**config.mk**
```make
export PLATFORM = sky130hd
export DESIGN_NAME = mem_access_unit_flat
export DESIGN_NICKNAME = d
export VERILOG_FILES = /design/src/rtl/mips_mem_pkg.sv /design/src/rtl/mem_access_unit_if.sv /design/src/rtl/mem_load_align.sv /design/src/rtl/mem_access_unit.sv /design/src/flat_wrapper.sv
export SDC_FILE = /design/constraint.sdc
export NUM_CORES = 1
export LEC_CHECK = 0
export CAP_MARGIN = 25
export CELL_PAD_IN_SITES_DETAIL_PLACEMENT = 0
export CELL_PAD_IN_SITES_GLOBAL_PLACEMENT = 1
export CORE_ASPECT_RATIO = 0.5
export CORE_MARGIN = 4
export CORE_UTILIZATION = 34
export CTS_BUF_LIST = sky130_fd_sc_hd__clkbuf_8
export CTS_CLUSTER_DIAMETER = 200
export CTS_CLUSTER_SIZE = 10
export DETAILED_ROUTE_END_ITERATION = 12
export GPL_ROUTABILITY_DRIVEN = 0
export PLACE_DENSITY = 0.81
export SYNTH_ARGS = -nofsm -noshare
export SYNTH_HDL_FRONTEND = slang
export SYNTH_SLANG_ARGS = --single-unit
```
**constraint.sdc**
```tcl
create_clock -name clk -period 4.5 [get_ports clk]
set_input_delay 0.45 -clock clk [delete_from_list [all_inputs] [get_ports clk]]
set_output_delay 0.45 -clock clk [all_outputs]
set_load 0.005 [all_outputs]
```
**src/rtl/mips_mem_pkg.sv**
```systemverilog
// Shared definitions for the MEM-stage data-memory controller.
//  - Access size encodings as they arrive from EX/MEM (size_in).
//  - FSM state encodings for mem_access_unit.
//  - is_misaligned(): alignment rule shared by the controller.
package mips_mem_pkg;

  localparam logic [1:0] SIZE_BYTE = 2'b00;
  localparam logic [1:0] SIZE_HALF = 2'b01;
  localparam logic [1:0] SIZE_WORD = 2'b10;
  // 2'b11 is reserved and handled as a word everywhere.

  typedef enum logic [1:0] {
    IDLE = 2'b00,
    BUSY = 2'b01,
    DONE = 2'b10
  } state_e;

  // Half needs addr[0]=0; word (and reserved) needs addr[1:0]=0.
  function automatic logic is_misaligned(input logic [1:0] size, input logic [1:0] addr_lo);
    logic mis;
    mis = 1'b0;
    if (size == SIZE_HALF) begin
      mis = addr_lo[0];
    end else if (size[1]) begin
      mis = (addr_lo != 2'b00);
    end
    return mis;
  endfunction

endpackage

```
**src/rtl/mem_access_unit_if.sv**
```systemverilog
// Data-memory bus between mem_access_unit (master) and the data memory (slave).
//  mem_req   master->slave  request, held until ack
//  mem_we    master->slave  1 = write
//  mem_addr  master->slave  word-aligned byte address
//  mem_wdata master->slave  lane-replicated store data
//  mem_be    master->slave  byte enables, little-endian
//  mem_ack   slave->master  access done; mem_rdata valid in the same cycle
//  mem_rdata slave->master  read word
interface mem_access_unit_if;

  logic        mem_req;
  logic        mem_we;
  logic [31:0] mem_addr;
  logic [31:0] mem_wdata;
  logic [3:0]  mem_be;
  logic        mem_ack;
  logic [31:0] mem_rdata;

  modport master (
    output mem_req,
    output mem_we,
    output mem_addr,
    output mem_wdata,
    output mem_be,
    input  mem_ack,
    input  mem_rdata
  );

  modport slave (
    input  mem_req,
    input  mem_we,
    input  mem_addr,
    input  mem_wdata,
    input  mem_be,
    output mem_ack,
    output mem_rdata
  );

endinterface

```
**src/rtl/mem_load_align.sv**
```systemverilog
// Combinational load-data aligner: selects the addressed byte/half of a read word
// and sign- or zero-extends it to 32 bits. Words (and reserved size) pass through.
//  i_rdata    in  32  word returned by the data memory
//  i_addr_lo  in  2   low address bits of the load
//  i_size     in  2   access size encoding
//  i_unsigned in  1   1 = zero-extend, 0 = sign-extend
//  o_data     out 32  aligned, extended load data
module mem_load_align
  import mips_mem_pkg::*;
(
  input  logic [31:0] i_rdata,
  input  logic [1:0]  i_addr_lo,
  input  logic [1:0]  i_size,
  input  logic        i_unsigned,
  output logic [31:0] o_data
);

  logic [7:0]  w_byte;
  logic [15:0] w_half;

  assign w_byte = i_rdata[{i_addr_lo, 3'b000} +: 8];
  assign w_half = i_addr_lo[1] ? i_rdata[31:16] : i_rdata[15:0];

  always_comb begin
    o_data = i_rdata;
    unique case (i_size)
      SIZE_BYTE: o_data = {{24{~i_unsigned & w_byte[7]}}, w_byte};
      SIZE_HALF: o_data = {{16{~i_unsigned & w_half[15]}}, w_half};
      default:   o_data = i_rdata;
    endcase
  end

endmodule

```
**src/rtl/mem_access_unit.sv**
```systemverilog
// MEM-stage data-memory controller. Converts EX/MEM load/store control into a
// req/ack transaction, stalls the pipeline until the memory answers (or the
// watchdog fires), and presents aligned/extended load data to MEM/WB.
//  clk, reset         clock (rising edge), asynchronous active-high reset
//  addr_in, wdata_in  byte address and store data from EX/MEM
//  mem_read_in/_write_in, size_in, unsigned_in   access control from EX/MEM
//  bus                data-memory master port (mem_access_unit_if.master)
//  read_data          load data for MEM/WB ReadData
//  stall              freeze upstream stages; MEM/WB must not capture
//  misalign_err       1-cycle pulse, misaligned access dropped
//  bus_err            1-cycle pulse, watchdog expired
module mem_access_unit
  import mips_mem_pkg::*;
#(
  parameter int unsigned TIMEOUT = 64,
  parameter int unsigned CNT_W   = 7
) (
  input  logic              clk,
  input  logic              reset,
  input  logic [31:0]       addr_in,
  input  logic [31:0]       wdata_in,
  input  logic              mem_read_in,
  input  logic              mem_write_in,
  input  logic [1:0]        size_in,
  input  logic              unsigned_in,
  mem_access_unit_if.master bus,
  output logic [31:0]       read_data,
  output logic              stall,
  output logic              misalign_err,
  output logic              bus_err
);

  localparam logic [CNT_W-1:0] CntLast = (TIMEOUT == 0) ? '0 : CNT_W'(TIMEOUT - 1);

  state_e           r_state, w_state_nxt;
  logic [CNT_W-1:0] r_cnt, w_cnt_nxt;
  logic             r_req, w_req_nxt;
  logic             r_we, w_we_nxt;
  logic [31:0]      r_addr, w_addr_nxt;
  logic [31:0]      r_wdata, w_wdata_nxt;
  logic [3:0]       r_be, w_be_nxt;
  logic [1:0]       r_size, w_size_nxt;
  logic [1:0]       r_addr_lo, w_addr_lo_nxt;
  logic             r_unsigned, w_unsigned_nxt;
  logic [31:0]      r_read_data, w_read_data_nxt;
  logic             r_misalign, w_misalign_nxt;
  logic             r_bus_err, w_bus_err_nxt;

  logic             w_access;
  logic             w_misaligned;
  logic             w_timeout;
  logic [3:0]       w_be_st;
  logic [31:0]      w_wdata_st;
  logic [31:0]      w_load_data;
  logic             w_stall;

  assign w_access     = mem_read_in | mem_write_in;
  assign w_misaligned = is_misaligned(size_in, addr_in[1:0]);
  assign w_timeout    = (TIMEOUT != 0) && (r_cnt == CntLast);

  // Store lane placement; loads always enable all four bytes.
  always_comb begin
    w_be_st    = 4'b1111;
    w_wdata_st = wdata_in;
    unique case (size_in)
      SIZE_BYTE: begin
        w_be_st    = 4'b0001 << addr_in[1:0];
        w_wdata_st = {4{wdata_in[7:0]}};
      end
      SIZE_HALF: begin
        w_be_st    = addr_in[1] ? 4'b1100 : 4'b0011;
        w_wdata_st = {2{wdata_in[15:0]}};
      end
      default: ;
    endcase
  end

  // Extraction uses the captured size/lane so it is independent of the frozen inputs.
  mem_load_align u_load_align (
    .i_rdata    (bus.mem_rdata),
    .i_addr_lo  (r_addr_lo),
    .i_size     (r_size),
    .i_unsigned (r_unsigned),
    .o_data     (w_load_data)
  );

  always_comb begin
    w_state_nxt     = r_state;
    w_cnt_nxt       = r_cnt;
    w_req_nxt       = r_req;
    w_we_nxt        = r_we;
    w_addr_nxt      = r_addr;
    w_wdata_nxt     = r_wdata;
    w_be_nxt        = r_be;
    w_size_nxt      = r_size;
    w_addr_lo_nxt   = r_addr_lo;
    w_unsigned_nxt  = r_unsigned;
    w_read_data_nxt = r_read_data;
    w_misalign_nxt  = 1'b0;
    w_bus_err_nxt   = 1'b0;
    w_stall         = 1'b0;

    unique case (r_state)
      IDLE: begin
        if (w_access) begin
          if (w_misaligned) begin
            w_misalign_nxt  = 1'b1;
            w_read_data_nxt = '0;
          end else begin
            w_stall        = 1'b1;
            w_req_nxt      = 1'b1;
            w_we_nxt       = mem_write_in;
            w_addr_nxt     = {addr_in[31:2], 2'b00};
            w_wdata_nxt    = w_wdata_st;
            w_be_nxt       = mem_write_in ? w_be_st : 4'b1111;
            w_size_nxt     = size_in;
            w_addr_lo_nxt  = addr_in[1:0];
            w_unsigned_nxt = unsigned_in;
            w_cnt_nxt      = '0;
            w_state_nxt    = BUSY;
          end
        end
      end
      BUSY: begin
        w_stall = 1'b1;
        // Ack takes priority over a watchdog expiry in the same cycle.
        if (bus.mem_ack) begin
          w_req_nxt = 1'b0;
          if (!r_we) begin
            w_read_data_nxt = w_load_data;
          end
          w_state_nxt = DONE;
        end else if (w_timeout) begin
          w_req_nxt       = 1'b0;
          w_read_data_nxt = '0;
          w_bus_err_nxt   = 1'b1;
          w_state_nxt     = DONE;
        end else begin
          w_cnt_nxt = r_cnt + CNT_W'(1);
        end
      end
      DONE: begin
        // The completed instruction is still at the inputs; do not restart it.
        w_cnt_nxt   = '0;
        w_state_nxt = IDLE;
      end
      default: w_state_nxt = IDLE;
    endcase

    if (reset) begin
      w_stall = 1'b0;
    end
  end

  always_ff @(posedge clk or posedge reset) begin
    if (reset) begin
      r_state     <= IDLE;
      r_cnt       <= '0;
      r_req       <= 1'b0;
      r_we        <= 1'b0;
      r_addr      <= '0;
      r_wdata     <= '0;
      r_be        <= '0;
      r_size      <= '0;
      r_addr_lo   <= '0;
      r_unsigned  <= 1'b0;
      r_read_data <= '0;
      r_misalign  <= 1'b0;
      r_bus_err   <= 1'b0;
    end else begin
      r_state     <= w_state_nxt;
      r_cnt       <= w_cnt_nxt;
      r_req       <= w_req_nxt;
      r_we        <= w_we_nxt;
      r_addr      <= w_addr_nxt;
      r_wdata     <= w_wdata_nxt;
      r_be        <= w_be_nxt;
      r_size      <= w_size_nxt;
      r_addr_lo   <= w_addr_lo_nxt;
      r_unsigned  <= w_unsigned_nxt;
      r_read_data <= w_read_data_nxt;
      r_misalign  <= w_misalign_nxt;
      r_bus_err   <= w_bus_err_nxt;
    end
  end

  assign bus.mem_req   = r_req;
  assign bus.mem_we    = r_we;
  assign bus.mem_addr  = r_addr;
  assign bus.mem_wdata = r_wdata;
  assign bus.mem_be    = r_be;
  assign read_data     = r_read_data;
  assign stall         = w_stall;
  assign misalign_err  = r_misalign;
  assign bus_err       = r_bus_err;

endmodule

```
**src/flat_wrapper.sv**
```systemverilog
// flat-port wrapper written by rule: the top's interface ports become plain ports
module mem_access_unit_flat import mips_mem_pkg::*;
#(
  parameter int unsigned TIMEOUT = 64,
  parameter int unsigned CNT_W   = 7
)
  (clk, reset, addr_in, wdata_in, mem_read_in, mem_write_in, size_in, unsigned_in, read_data, stall, misalign_err, bus_err, bus_mem_req, bus_mem_we, bus_mem_addr, bus_mem_wdata, bus_mem_be, bus_mem_ack, bus_mem_rdata);
  mem_access_unit_if bus_i ();
  input  logic clk;
  input  logic reset;
  input  logic [31:0] addr_in;
  input  logic [31:0] wdata_in;
  input  logic mem_read_in;
  input  logic mem_write_in;
  input  logic [1:0] size_in;
  input  logic unsigned_in;
  output logic [31:0] read_data;
  output logic stall;
  output logic misalign_err;
  output logic bus_err;
  output wire logic [$bits(bus_i.mem_req)-1:0] bus_mem_req;
  output wire logic [$bits(bus_i.mem_we)-1:0] bus_mem_we;
  output wire logic [$bits(bus_i.mem_addr)-1:0] bus_mem_addr;
  output wire logic [$bits(bus_i.mem_wdata)-1:0] bus_mem_wdata;
  output wire logic [$bits(bus_i.mem_be)-1:0] bus_mem_be;
  input wire logic [$bits(bus_i.mem_ack)-1:0] bus_mem_ack;
  input wire logic [$bits(bus_i.mem_rdata)-1:0] bus_mem_rdata;
  assign bus_mem_req = bus_i.mem_req;
  assign bus_mem_we = bus_i.mem_we;
  assign bus_mem_addr = bus_i.mem_addr;
  assign bus_mem_wdata = bus_i.mem_wdata;
  assign bus_mem_be = bus_i.mem_be;
  assign bus_i.mem_ack = bus_mem_ack;
  assign bus_i.mem_rdata = bus_mem_rdata;
  mem_access_unit #(.TIMEOUT(TIMEOUT), .CNT_W(CNT_W)) u_core (.clk(clk), .reset(reset), .addr_in(addr_in), .wdata_in(wdata_in), .mem_read_in(mem_read_in), .mem_write_in(mem_write_in), .size_in(size_in), .unsigned_in(unsigned_in), .bus(bus_i), .read_data(read_data), .stall(stall), .misalign_err(misalign_err), .bus_err(bus_err));
endmodule
```
Word level (Yosys, flattened, before mapping):

Index checks and enable logic that the tools add are counted.

* word-level logic and storage cells: 83
* bits in registers: 116
* output and inout bits: 105

* add/subtract/negate cells: 1
* shift-type cells: 2
* mux-type cells: 39
* equal/unequal tests: 12
* bitwise logic cells: 5
* reductions and logical operators: 11

Operators with widths (count)
* case mux 32 bit (2 select lines): 3
* two-way mux 32 bit: 5
* indexed part select 32 x 6 -> 8 bit: 1
* two-way mux 7 bit: 4
* case mux 7 bit (3 select lines): 1
* two-way mux 16 bit: 1
* two-way mux 1 bit: 15
* AND reduction 5 bit: 2
* two-way mux 2 bit: 4
* two-way mux 4 bit: 2
* case mux 4 bit (2 select lines): 1
* adder 7 x 1 -> 7 bit (second input constant): 1
* == test 7 x 6 -> 1 bit (second input constant): 1
* == test 2 x 1 -> 1 bit (second input constant): 3
* logical NOT 2 bit: 3
* inequality test 2 bit (second input constant): 3
* AND reduction 3 bit: 2
* inequality test 2 x 1 -> 1 bit (second input constant): 2
* case mux 1 bit (2 select lines): 2
* case mux 2 bit (2 select lines): 1
* AND reduction 4 bit: 1
* nonzero test 2 bit: 2
* << shifter 1 x 2 -> 4 bit (first input constant): 1
* inequality test 3 x 2 -> 1 bit (second input constant): 1
* other kinds (6): 8

Depth between registers and ports, before layout:

Gate-level depths: netlist of run 1.

* word-level depth: 7
* depth in mapped cells: 7
* mapped depth without buffers: 5

Cells and area by module:

From an unflattened synthesis of run 1, not the netlist that was laid out.

* cells, all modules: 513
* area, all modules: 5531.6 um^2

Modules (own cells, without submodules)
* mem_access_unit: instances 1, area an instance 4833.4 um^2, cells each 381
* mem_load_align: instances 1, area an instance 698.2 um^2, cells each 132

Worst setup path before layout of run 1:

OpenSTA, ideal clock, no wires.

* kind: in2out
* from: in size_in[0]
* to: out stall
* buffers on the path: 2
* arrival time: 1.452 ns
* slack: 2.598 ns
* data required time: 4.050 ns
* cell stages on the path: 6
* path through: buf_2 > o21ai_2 > and4_1 > buf_2 > nor2_1 > nor3_1

* cells in the longest elaborated chain, start to end: 6

Ends and longest elaborated chain
* start, declared: RTL line flat_wrapper.sv:15 `input logic [1:0] size_in;`
* == test 2 x 1 -> 1 bit: RTL line mips_mem_pkg.sv:22 `if (size == SIZE_HALF) begin`
* two-way mux 1 bit: RTL line mips_mem_pkg.sv:22
* two-way mux 1 bit: RTL line mem_access_unit.sv:106 `if (w_misaligned) begin`
* two-way mux 1 bit: RTL line mem_access_unit.sv:105 `if (w_access) begin`
* case mux 1 bit (2 select lines): RTL line mem_access_unit.sv:103 `unique case (r_state)`
* two-way mux 1 bit: RTL line mem_access_unit.sv:150 `if (reset) begin`
* end, declared: RTL line flat_wrapper.sv:18 `output logic stall;`

No other way between the ends.

Worst setup path in the final report of run 1:

Same ends and word-level chain as after synthesis.

==> flow_summary_export.csv, run 1 <==
group,metric,value,unit
pwr,ir_drop,0.202,mV
yosys,synth_flop_cell,"dfrtp_1",
sta,hold_viol_final,0,
run_status,status,"finished, final reports clean",
worst_setup_path,path_class,"primary input to output port",
global_routing,first_global_vias,4944,
drt,via_per_inst,4.91,
sta,fin_crit_sh,0.622,
clocking,clkLatencyLatePin,0.43,ns
min_path,min_path_type,"flip-flop to flip-flop",
worst_setup_path,critical_path.startpoint_type,"primary input",
worst_setup_path,crit_required,4.05,ns
yosys,synth_cells,578,
clocking,ctsHoldBuffers,0,
clocking,cts-htree-levels,4,
pwr,powerDensity,516,nW/µm²
clocking,root_buffer,"clkbuf_8",
clocking,cts_inserted_buffers,17,
clocking,cts_buffer_depth,2,
sta,finalClockSkew,0.0186,ns
clocking,path_clk_slew,0.07,ns
global_routing,grt-ovfl-total,0,
yosys,yosys_warnings,0,
die,die_h,99.0,µm
sta,setup_viol,0,
global_routing,gr-usage-all-layers,0.182,
worst_setup_path,arrival,2.35,ns
drt,ant_nets,0,
drt,vias,4926,
drt,firstDrtPassIters,5,
worst_setup_path,crit_path_end_kind,"output port",
sta,hold_ws,0.479,ns
sta,max_slew_margin,0.397,
global_routing,grt_start_max_net_pins,74,
drt,routedWlPerCell,17.3,µm
yosys,synth-seq-cells,116,
die,rows,32,
placed_design,numPortBuffers,206,
drt,drt-initial-drc-count,283,
yosys,netlist_top_cells_count,"nand2_1 (155), dfrtp_1 (116), nor2_1 (42)",
global_routing,grt_pass1_wl,27.4,mm
die,start_util,0.356,
placed_design,hpwl,12.4,mm
final_layout,n_antenna_cell,0,
yosys,netlist_top_cells_area,"dfrtp_1 (52%), nand2_1 (10%), mux2i_1 (5.9%), o21ai_0 (3.5%), a221o_1 (3.4%)",
sta,rsz0062_at_grt,"false",
yosys,async_flop_share,1.00,
sta,setup_ws,1.70,ns
clocking,cts_setup_buffers,0,
yosys,synth_area_leader_cell,"dfrtp_1",
die,dieArea,18800,µm²
drt,routed_wl,17.3,mm
yosys,syn_area,5630,µm²
final_layout,drive_gt1_frac,0.0716,
yosys,netlist.area_leader.share,0.516,
clocking,cts.sinks,116,
pwr,p_leak,0.00370,µW
clocking,cts_tree,"built",
die,ios,209,
final_layout,fin_nets,874,
yosys,synth_edf_count,0,
clocking,post_cts_resized,0,
sta,fmax,357,MHz
final_layout,area_growth,45.4,%
yosys,yosysMostFrequentCell,"nand2_1",
job,max_cap_viol_count,0,
yosys,postSynthAreaPerCell,9.74,µm²
drt,drc_errors,0,
sta,worstMarginPinSlew,0.902,ns
sta,min_period,2.80,ns
yosys,ys_types,59,
yosys,seq_area_frac_synth,0.516,
die,design.core.area,15800,µm²
global_routing,antenna_found_initial,0,
worst_setup_path,critical_path.max_fanout,15,
die,die_w,190,µm
placed_design,dp_worst_setup_slack,1.47,ns
sta,finalSetupTns,0,ns
sta,slew_violations,0,
==> worst paths after layout <==
kind,slack [ns],depth (start not counted),start,to
hold reg to reg,0.48,2,u_core.bus.mem_addr[21]$_DFFE_PP0P_,u_core.bus.mem_addr[21]$_DFFE_PP0P_
min in group asynchronous,0.59,2,reset,u_core.r_cnt[5]$_DFFE_PP0P_
max in group asynchronous,3.04,3,reset,u_core.bus.mem_req$_DFFE_PP0P_
setup reg to reg,2.01,4,u_core.r_state[1]$_DFFE_PP0P_,u_core.read_data[20]$_DFFE_PP0P_
hold / removal,0.48,2,u_core.bus.mem_addr[21]$_DFFE_PP0P_,u_core.bus.mem_addr[21]$_DFFE_PP0P_
setup / recovery,1.70,7,size_in[0],stall
==> layer usage <==
| metal | wire length [µm] | global-route usage | part of all wire | up-vias |
|---|---|---|---|---|
| met5 | 0 | 0 | 0 | - |
| met4 | 194 | 0.0456 | 0.011 | 0 |
| met3 | 856 | 0.0414 | 0.049 | 15 |
| met2 | 8460 | 0.304 | 0.49 | 128 |
| met1 | 7820 | 0.242 | 0.45 | 2392 |
| li1 | - | - | - | 2391 |
==> per-stage QoR <==
| step | total power (µW) | util | instances | instance area (µm²) |
|---|---|---|---|---|
| 6_report | 4220 | 0.517 | 1003 | 8180 |
| 5_1_grt | 4490 | 0.517 | 1003 | 8180 |
| 4_1_cts | 4270 | 0.517 | 1003 | 8180 |
| 3_5_place_dp | 3280 | 0.492 | 971 | 7780 |
| 3_3_place_gp | 3230 | 0.490 | 969 | 7750 |
| 2_1_floorplan | 2340 | - | 579 | 5630 |
==> sequential cells by signal, indices dropped and copies added (netlist names) <==
name / cells
u_core.r_unsigned: 1
u_core.bus.mem_we: 1
u_core.bus.mem_wdata: 32
u_core.r_addr_lo: 2
u_core.bus.mem_be: 4
u_core.r_state: 2
u_core.bus_err: 1
u_core.r_cnt: 7
u_core.bus.mem_req: 1
u_core.misalign_err: 1
u_core.read_data: 32
u_core.r_size: 2
u_core.bus.mem_addr: 30
==> critical path, cell delays in order <==
cell	delay, ns
clkdlybuf4s50_1	0.39
buf_4	0.21
o21ai_2	0.27
and4_2	0.27
nor2_1	0.04
nor3_1	0.15
clkdlybuf4s50_1	0.54
==> report_power, final <==
part           internal [µW]  switching, µW
combinational            925            665
clock                    519            456
sequential              1380            270
==> cells by family (layout without fill, tap and decap cells) <==
family                   Yosys count  after routing  synth area share
adder cells (fa/ha/maj)            1              1           0.00222
buffers and inverters             50            253            0.0538
multiplexers                      34             34            0.0607
XOR/XNOR                           4              4           0.00623
AO/OA/AOI/OAI                    123            123             0.163
AND/OR/NAND/NOR                  249            249             0.197
other                              1              2          0.000666
flip-flops                       116            116             0.516
==> layout by cell type, fill, tap and decap left out, types with 6 or more instances in the layout <==
cell type          n
a32o_1             7
nand2_1          155
o21ai_0           39
a21oi_1           23
nor3b_1            9
a221o_1           19
inv_1              6
dfrtp_1          116
nor2_1            42
clkbuf_8          19
nand2b_1          13
nor2b_1            8
mux2i_1           33
o211a_1            8
clkdlybuf4s50_1  206
==> cell type report <==
class	instances	area, µm²
clock inverter	13	135
clock buffer	19	262
tap	221	277
timing repair buffer	214	2150
multi-input combinational	413	2430
inverter	7	28.8
fill	1441	7630
sequential	116	2900
(Power assumes the default switching activity.)
==> inputs of run 2 (changes only) <==
Settings changed: CORE_UTILIZATION 34 to 31, PLACE_DENSITY 0.81 to 0.78.
Clock period 4.5 ns to 2.4 ns, I/O delays scaled along.
==> flow_summary_export.csv, run 2 (same netlist as run 1, synthesis figures left out) <==
group,metric,value,unit
clocking,cts-htree-levels,4,
final_layout,drive_gt1_frac,0.0847,
global_routing,grt_pass1_wl,26.9,mm
die,die_w,199,µm
worst_setup_path,critical_path.startpoint_type,"flip-flop",
sta,rsz0062_at_grt,"false",
sta,min_period,2.23,ns
sta,slew_violations,0,
sta,worstMarginPinSlew,0.743,ns
placed_design,hpwl,12.7,mm
drt,firstDrtPassIters,4,
worst_setup_path,critical_path.max_fanout,6,
drt,ant_nets,0,
worst_setup_path,crit_required,2.16,ns
placed_design,dp_worst_setup_slack,0.102,ns
pwr,ir_drop,0.366,mV
sta,fmax,449,MHz
clocking,clkLatencyLatePin,0.43,ns
drt,via_per_inst,4.84,
placed_design,numPortBuffers,206,
final_layout,utilization,0.474,
die,die_h,103,µm
worst_setup_path,cp.depth,5,
worst_setup_path,crit_path_end_kind,"output port",
sta,setup_ws,0.172,ns
pwr,power,8020,µW
worst_setup_path,crit_chain,"nor2_4 -> and4_2 -> nor2_1 -> nor3_1 -> clkdlybuf4s50_1",
worst_setup_path,worstRegToRegCells,5,
clocking,root_buffer,"clkbuf_8",
final_layout,mostFrequentLayoutCell,"clkdlybuf4s50_1",
worst_setup_path,cp_num_buf_inv,1,
drt,routed_wl,17.5,mm
drt,drc_errors,0,
sta,finalClockSkew,0.0178,ns
pwr,powerDensity,964,nW/µm²
die,ios,209,
die,dieArea,20500,µm²
sta,setup_viol,0,
worst_setup_path,crit_family,"simple AND/OR/NAND/NOR gates",
final_layout,n_antenna_cell,0,
drt,routedWlPerCell,17.1,µm
final_layout,final_cell_mix,"clkdlybuf4s50_1 (206), nand2_1 (155), dfrtp_1 (116)",
die,design.core.area,17600,µm²
worst_setup_path,slowest_delay,0.54,ns
worst_setup_path,cp-startpoint,"u_core.r_state[0]$_DFFE_PP0P_",
worst_setup_path,worstSetupEndpoint,"stall",
worst_setup_path,r2r_end,"u_core.read_data[24]$_DFFE_PP0P_",
die,start_util,0.320,
clocking,path_clk_slew,0.08,ns
sta,max_slew_margin,0.505,
global_routing,antenna_found_initial,0,
clocking,cts_inserted_buffers,17,
global_routing,gr-usage-all-layers,0.168,
global_routing,grt-ovfl-total,0,
final_layout,fin_area,8320,µm²
worst_setup_path,path_class,"flip-flop to output port",
global_routing,grt_start_max_net_pins,56,
worst_setup_path,rrSetupSlack,0.31,ns
final_layout,area_growth,47.9,%
die,rows,34,
clocking,ctsHoldBuffers,0,
sta,fin_crit_sh,0.928,
clocking,cts.sinks,116,
drt,drt-initial-drc-count,256,
worst_setup_path,arrival,1.99,ns
clocking,cts_setup_buffers,0,
pwr,p_leak,0.00376,µW
job,max_cap_viol_count,0,
drt,vias,4961,
placed_design,dpl-instance-area,7900,µm²
sta,hold_viol_final,0,
worst_setup_path,r2r_start,"u_core.r_state[1]$_DFFE_PP0P_",
final_layout,fin_nets,884,
min_path,min_path_type,"primary input to async pin",
run_status,status,"finished, final reports clean",
clocking,cts_tree,"built",
clocking,cts_buffer_depth,2,
global_routing,first_global_vias,4841,
sta,finalSetupTns,0,ns
worst_setup_path,crit_slowest_cell,"clkdlybuf4s50_1",
==> run 2: area by class of cell <==
type	count	area (µm²)
Tap cell	234	293
Fill cell	1677	9250
Timing Repair Buffer	224	2250
Sequential cell	116	2900
Inverter	7	30.0
Clock inverter	8	97.6
Clock buffer	23	317
Multi-Input combinational cell	413	2430
==> run 2: how the worst min path moves through the flow <==
stage / depth (start not counted) / end / startpoint
floorplan: 2 / u_core.bus.mem_addr[10]$_DFFE_PP0P_ / addr_in[10]
global placement: 2 / u_core.bus.mem_addr[31]$_DFFE_PP0P_ / u_core.bus.mem_addr[31]$_DFFE_PP0P_
detailed placement: 2 / u_core.bus.mem_wdata[4]$_DFFE_PP0P_ / u_core.bus.mem_wdata[4]$_DFFE_PP0P_
CTS: 2 / u_core.bus.mem_addr[9]$_DFFE_PP0P_ / reset
finish: 2 / u_core.bus.mem_addr[9]$_DFFE_PP0P_ / reset
global route: 2 / u_core.bus.mem_addr[9]$_DFFE_PP0P_ / reset
==> run 2: metrics by stage <==
step / instances / hold WS [ns]
2_1_floorplan: 579 / 0.345
3_3_place_gp: 994 / 0.458
3_5_place_dp: 994 / 0.461
4_1_cts: 1025 / 0.184
5_1_grt: 1025 / 0.199
6_report: 1025 / 0.191
==> run 2: repair_timing <==
item | 4_1_cts | 5_1_grt
resized for setup | 1 | 2
gates cloned | 0 | 0
pin swaps | 0 | 0
endpoints found under the setup margin | 1 | 1
==> run 2: where the power goes <==
group	total [µW]	switching (µW)	internal [µW]
Combinational	3100	1330	1770
Sequential	3030	430	2600
Clock	1900	817	1080
==> run 2: layer usage <==
metal  vias to the layer above  global-route usage  wire [µm]
met1                      2413               0.224       7850
li1                       2409                   -          -
met4                         0              0.0446        172
met2                       128               0.280       8700
met3                        11              0.0408        818
met5                         -                   0          0
==> run 2: worst register-to-register path, cell delays in order (launching register included) <==
cell      delay, ns
dfrtp_1        0.41
buf_4          0.18
and4bb_1       0.47
nand4_2        0.17
a221oi_4       0.61
a221o_1        0.22
==> inputs of run 3 (changes only) <==
Settings changed: PLACE_DENSITY 0.78 to 0.77, SYNTH_HIERARCHICAL set to 1.
==> flow_summary_export.csv, run 3 <==
group,metric,value,unit
die,die_w,197,µm
worst_setup_path,slowest_delay,0.52,ns
worst_setup_path,critical_path.max_fanout,7,
yosys,ys_types,52,
yosys,synth-compound-area-share,0.159,
final_layout,drive_gt1_frac,0.127,
placed_design,hpwl,12.1,mm
clocking,ctsHoldBuffers,0,
sta,fin_crit_sh,0.925,
final_layout,area_growth,50.3,%
pwr,clkPwrFrac,0.189,
global_routing,gr-usage-all-layers,0.170,
global_routing,grt_start_max_net_pins,95,
yosys,synth_cells,513,
clocking,cts_inserted_buffers,17,
pwr,p_comb_frac,0.464,
yosys,synth.area.mux_share,0.133,
yosys,synth_xor_area_frac,0,
sta,finalClockSkew,0.0119,ns
worst_setup_path,cp-startpoint,"u_core/r_state[0]$_DFFE_PP0P_",
drt,routed_wl,16.6,mm
drt,via_per_inst,4.82,
final_layout,fin_nets,827,
die,start_util,0.317,
drt,firstDrtPassIters,4,
yosys,netlist_top_cells_area,"dfrtp_1 (52%), nand2_1 (6.9%), a22o_1 (5.5%), mux2_2 (5.1%), mux2i_1 (4.3%)",
yosys,synthAdderAreaFrac,0.00226,
sta,setup_viol,0,
sta,rsz0062_at_grt,"false",
pwr,pwr-share-seq,0.347,
yosys,syn_area,5530,µm²
worst_setup_path,crit_required,2.16,ns
yosys,yosys_warnings,6,
final_layout,n_antenna_cell,0,
yosys,synth-seq-cells,116,
final_layout,layout.cells.non_filler,969,
yosys,async_flop_share,1.00,
yosys,synth-simple-area-share,0.138,
worst_setup_path,arrival,1.98,ns
die,design.core.area,17400,µm²
pwr,cellInternalPower,6300,µW
clocking,path_clk_slew,0.08,ns
die,ios,209,
clocking,clkLatencyLatePin,0.44,ns
drt,drt-initial-drc-count,261,
pwr,p_leak,0.00363,µW
worst_setup_path,cp_num_buf_inv,1,
drt,ant_nets,0,
yosys,netlist.area_leader.share,0.525,
clocking,cts_tree,"built",
die,rows,34,
global_routing,grt-ovfl-total,0,
yosys,synth_top_family_by_area,"compound AO/OA/AOI/OAI gates",
sta,max_slew_margin,0.551,
sta,finalSetupTns,0,ns
yosys,synth_edf_count,0,
yosys,seq_area_frac_synth,0.525,
sta,slew_violations,0,
run_status,status,"finished, final reports clean",
yosys,netlist_top_cells_count,"dfrtp_1 (116), nand2_1 (101), a22o_1 (35)",
sta,fmax,451,MHz
drt,vias,4669,
worst_setup_path,path_class,"flip-flop to output port",
final_layout,final_cell_mix,"clkdlybuf4s50_1 (206), dfrtp_1 (114), nand2_1 (101)",
worst_setup_path,crit_path_end_kind,"output port",
final_layout,mostFrequentLayoutCell,"clkdlybuf4s50_1",
global_routing,grt_pass1_wl,26.8,mm
die,die_h,102,µm
global_routing,first_global_vias,4814,
yosys,synth_flop_cell,"dfrtp_1",
pwr,switchingPower,3330,µW
global_routing,antenna_found_initial,0,
yosys,postSynthAreaPerCell,10.8,µm²
clocking,cts_buffer_depth,2,
clocking,cts-htree-levels,4,
yosys,synth_area_leader_cell,"dfrtp_1",
sta,worstMarginPinSlew,0.673,ns
pwr,p_sw_frac,0.346,
clocking,cts.sinks,116,
worst_setup_path,critical_path.startpoint_type,"flip-flop",
yosys,yosysMostFrequentCell,"dfrtp_1",
job,max_cap_viol_count,0,
placed_design,numPortBuffers,206,
pwr,ir_drop,0.522,mV
drt,drc_errors,0,
worst_setup_path,crit_slowest_cell,"clkdlybuf4s50_1",
sta,min_period,2.22,ns
min_path,min_path_type,"primary input to async pin",
pwr,powerDensity,1160,nW/µm²
die,dieArea,20200,µm²
final_layout,n_fill_cell,1653,
clocking,root_buffer,"clkbuf_8",
worst_setup_path,crit_family,"buffers and inverters",
worst_setup_path,crit_chain,"nor2_4 -> nand4b_4 -> a211oi_2 -> clkdlybuf4s50_1",
placed_design,place_inst,937,
worst_setup_path,r2r_start,"u_core/r_cnt[0]$_DFFE_PP0P_",
sta,hold_viol_final,0,
drt,routedWlPerCell,17.1,µm
==> run 3: cell types whose count changed after synthesis, sizes merged, moves of 6 or more <==
cell and change:
nand3 +6, nor2 -23, a32o -7, a22oi +7, o211a -8, mux2 +41, mux2i -9, a21oi -11
nor3b -6, a22o +34, a221o -16, clkbuf -10, nand2 -54
==> run 3: area by class of cell <==
class                   count  area, µm²  share of cell area
clock buffers              17        234              0.0281
multi-input cells         356       2430               0.292
well taps                 234        293              0.0352
inverters                   6       26.3             0.00316
repair buffers            225       2270               0.273
flip-flops and latches    116       2910               0.349
clock inverters            15        159              0.0191
==> run 3: stage by stage <==
step / total power [µW] / setup WS (ns) / utilization / area, µm² / hold slack (ns)
after global placement: 7830 / 0.193 / 0.453 / 7910 / 0.462
after global routing: 10300 / 0.0535 / 0.477 / 8310 / 0.264
after detailed placement: 7890 / 0.189 / 0.453 / 7910 / 0.470
final: 9630 / 0.180 / 0.477 / 8310 / 0.237
after CTS: 9790 / 0.0531 / 0.476 / 8310 / 0.212
after floorplan: 5450 / 0.747 / - / 5540 / 0.312
==> run 3: kinds of logic (layout without fill, tap and decap cells) <==
| kind of cell | Yosys count | in the layout |
|---|---|---|
| flip-flops | 116 | 116 |
| buffers and inverters | 42 | 263 |
| AO/OA/AOI/OAI | 123 | 123 |
| multiplexers | 67 | 67 |
| adder cells (fa/ha/maj) | 1 | 1 |
| other | 1 | 2 |
| AND/OR/NAND/NOR | 163 | 163 |
==> run 3: worst paths after layout <==
path,slack [ns],cells past startpoint,endpoint
max reg2reg,0.46,6,u_core/read_data[10]$_DFFE_PP0P_
max,0.18,4,stall
min in group clk,0.39,2,u_core/bus.mem_addr[8]$_DFFE_PP0P_
min,0.24,2,u_core/bus.mem_wdata[26]$_DFFE_PP0P_
max in group asynchronous,1.52,3,u_core/r_state[0]$_DFFE_PP0P_
min reg2reg,0.48,2,u_core/bus.mem_wdata[21]$_DFFE_PP0P_
==> run 3: routing by layer <==
| metal | global-route usage | share of wire | wire, µm |
|---|---|---|---|
| met3 | 0.0494 | 0.056 | 930 |
| met2 | 0.279 | 0.48 | 7990 |
| met5 | 0 | 0 | 0 |
| met4 | 0.0463 | 0.0088 | 145 |
| met1 | 0.223 | 0.45 | 7500 |
==> run 3: repair_timing <==
item | 4_1_cts | 5_1_grt
buffers inserted | 0 | 0
gates cloned | 0 | 0
setup endpoints to repair | 1 | 1
resized for setup | 1 | 3
==> run 3: worst reg2reg max path, cell delays in order (launching register included) <==
cell and delay (ns):
dfrtp_1 0.42, ha_1 0.25, nand4_1 0.17, nor4_2 0.07
o311ai_4 0.57, buf_12 0.25, a22o_1 0.15
==> run 3: power by group through the flow <==
stage                     Sequential [µW]  Clock [µW]  Combinational, µW
after floorplan                      3330           0               2120
after global placement               3340           0               4490
after detailed placement             3370           0               4520
after CTS                            3350        1890               4550
after global routing                 3460        1990               4900
final                                3340        1820               4460
==> variant: new RTL, config.mk and constraints of run 2 <==
`CNT_W` is set to 7 in 2 places; all go to 5.
--- a/src/rtl/mem_access_unit.sv
+++ b/src/rtl/mem_access_unit.sv
@@ -14,5 +14,5 @@
 #(
   parameter int unsigned TIMEOUT = 64,
-  parameter int unsigned CNT_W   = 7
+  parameter int unsigned CNT_W   = 5
 ) (
   input  logic              clk,
--- a/src/flat_wrapper.sv
+++ b/src/flat_wrapper.sv
@@ -3,5 +3,5 @@
 #(
   parameter int unsigned TIMEOUT = 64,
-  parameter int unsigned CNT_W   = 7
+  parameter int unsigned CNT_W   = 5
 )
   (clk, reset, addr_in, wdata_in, mem_read_in, mem_write_in, size_in, unsigned_in, read_data, stall, misalign_err, bus_err, bus_mem_req, bus_mem_we, bus_mem_addr, bus_mem_wdata, bus_mem_be, bus_mem_ack, bus_mem_rdata);
Check against the original RTL: same outputs for any inputs over 4 cycles, from zero or initial values and one cycle with reset high; that may be too few to reach the edited logic, so the function may still have changed.
==> variant against run 2 <==
- sequential share of layout area up 0.85 points
- wire length down 8.4%
- critical path depth up 1
- highest routed layer unchanged
- largest power group unchanged
- critical path type is now in2out
- die area down 7.2%
- first-iteration DRC count down 5.9%
- area after synthesis down 7.7%
- total power down 1.2%
- register-to-register slack worse by 0.07 ns
- synthesized cell count down 25%
- clock skew down 0.0085 ns
- sequential cell count down 2
- design area down 4.0%
- global-route usage about the same
- setup slack worse by 0.083 ns
==> variant: results (changes against run 2) <==
stage,metric,value,unit,change
logic_synthesis,synth-main-ff-cell,dfrtp_1,,unchanged
global_route,grt_pass1_wl,25000,um,"was 26,900 um"
clock_tree,cts-htree-levels,4,,unchanged
place,dpl.hpwl,11500,um,"was 12,700 um"
route,detail_route.wl_per_cell,18.1,um,was 17.1 um
route,drtIter0Drc,241,,was 256
logic_synthesis,synthTopCellsByArea,"dfrtp_1 55%, mux2_2 10%, mux2i_1 6.0%",,"was dfrtp_1 52%, nand2_1 10%, mux2i_1 5.9%"
setup_path,worstPathMaxFanout,6,,unchanged
logic_synthesis,syn_avg_cell_area,12.1,um^2,was 9.74 um^2
clock_tree,numCtsBuffers,17,,unchanged
cells_and_area,nets,754,,was 884
outcome,status,"complete, no violations",,unchanged
route,vias,4275,,"was 4,961"
route,first_pass_iters,4,,unchanged
global_route,antenna_found_initial,0,,unchanged
place,port_buffers,206,,unchanged
place,placed_cell_area,0.00758,mm^2,was 0.00790 mm^2
logic_synthesis,yosysWarningCount,0,,unchanged
cells_and_area,n_antenna_cell,0,,unchanged
logic_synthesis,async_flop_share,1.00,,unchanged
clock_tree,path_clk_slew,0.07,ns,
logic_synthesis,yosysUniqueCellTypes,45,,was 59
setup_path,worstPathArrival,2.07,ns,was 1.99 ns
pwr,ir_worst_vdd,0.439,mV,was 0.366 mV
pwr,p_leak,3.35,nW,was 3.76 nW
global_route,grt_use_total,0.168,,about the same
min_path,hold_path_class,in2async,,unchanged
logic_synthesis,seq_area_frac_synth,0.549,,was 0.516
cells_and_area,fillCellCount,1504,,"was 1,677"
logic_synthesis,synthTopCellsByCount,"114 x dfrtp_1, 46 x mux2_2, 38 x nand2_1, 38 x o21ai_0, 31 x mux2i_1",,"was 155 x nand2_1, 116 x dfrtp_1, 42 x nor2_1, 39 x o21ai_0, 33 x mux2i_1"
pwr,intPower,0.00545,W,about the same
clock_tree,clock_latency,0.43,ns,about the same
setup_path,cp_slowest_cell,clkdlybuf4s50_1,,unchanged
sta,finalSetupViolCount,0,,unchanged
global_route,grt_max_degree,115,,was 56
sta,fin_skew,0.00931,ns,was 0.0178 ns
cells_and_area,layout-drive-gt1-share,0.172,,was 0.0847
sta,tightest_slew,0.977,ns,was 0.743 ns
global_route,grt_pass1_vias,4410,,"was 4,841"
route,via_per_inst,4.81,,was 4.84
setup_path,slowest_delay,0.52,ns,was 0.54 ns
clock_tree,clock_path_buffers,2,,unchanged
place,placed_cells,854,,was 994
clock_tree,root_buffer,clkbuf_8,,unchanged
## variant: kinds of logic after synthesis
| group | count (synthesis) | synth area share |
|---|---|---|
| DFF | 114 | 0.549 |
| AOI/OAI and AO/OA | 112 | 0.165 |
| and+or+nand+nor | 89 | 0.0864 |
| muxes | 78 | 0.162 |
| buffers and inverters | 35 | 0.0315 |
| adders and majority gates | 2 | 0.00482 |
| other | 1 | 0.000722 |
## variant: cell type report
type                            instances  area (um^2)  share of cell area
Clock buffer                           18          248              0.0310
Clock inverter                         14          123              0.0154
Inverter                                6         26.3             0.00329
Multi-Input combinational cell        283         2200               0.276
Sequential cell                       114         2850               0.357
Tap cell                              227          284              0.0356
Timing Repair Buffer                  226         2250               0.282
## variant: critical path, delay by kind of cell
kind | cells | cell delay [ns]
buf+inv | 2 | 1.02
simple gates | 2 | 0.30
compound gates | 2 | 0.52
## variant: what timing repair did
| item | 4_1_cts | 5_1_grt |
|---|---|---|
| setup endpoints to repair | 1 | 1 |
| buffers inserted | 1 | 1 |
| resized for setup | 3 | 2 |
| endpoints found under the hold margin | 0 | 0 |
| pin swaps | 0 | 1 |
## variant: final timing paths
check                                             start                  endpoint  slack (ns)  cells past startpoint
worst max-delay path                         size_in[1]                     stall        0.09                      6
worst min-delay path                              reset            u_core.bus_err        0.30                      3
worst max register to register        u_core.r_state[1]      u_core.read_data[28]        0.24                      4
worst min register to register  u_core.bus.mem_wdata[8]   u_core.bus.mem_wdata[8]        0.48                      2
max in group asynchronous                         reset  u_core.bus.mem_wdata[25]        1.52                      3
min in group clk                             addr_in[4]    u_core.bus.mem_addr[4]        0.41                      2
## variant: power by group through the flow
stage / clock [W] / combinational [W] / sequential [W]
floorplan: 0 / 0.00127 / 0.00303
global placement: 0 / 0.00317 / 0.00302
detailed placement: 0 / 0.00320 / 0.00304
CTS: 0.00180 / 0.00323 / 0.00301
global route: 0.00190 / 0.00343 / 0.00310
finish: 0.00173 / 0.00318 / 0.00301
## variant: metal layers
| metal | GRT usage | share of wire |
|---|---|---|
| met1 | 0.213 | 0.43 |
| met3 | 0.0445 | 0.050 |
| met5 | 0 | 0 |
| met2 | 0.286 | 0.50 |
| met4 | 0.0485 | 0.015 |
## variant: metrics by stage
stage	setup slack (ns)	hold WS [ns]	util	total power (W)
5_1_grt	0.0232	0.385	0.487	0.00842
3_3_place_gp	0.189	0.461	0.463	0.00620
2_1_floorplan	-0.0145	0.310	-	0.00430
3_5_place_dp	0.0954	0.469	0.463	0.00625
4_1_cts	0.0594	0.386	0.486	0.00804
6_report	0.0892	0.300	0.487	0.00792
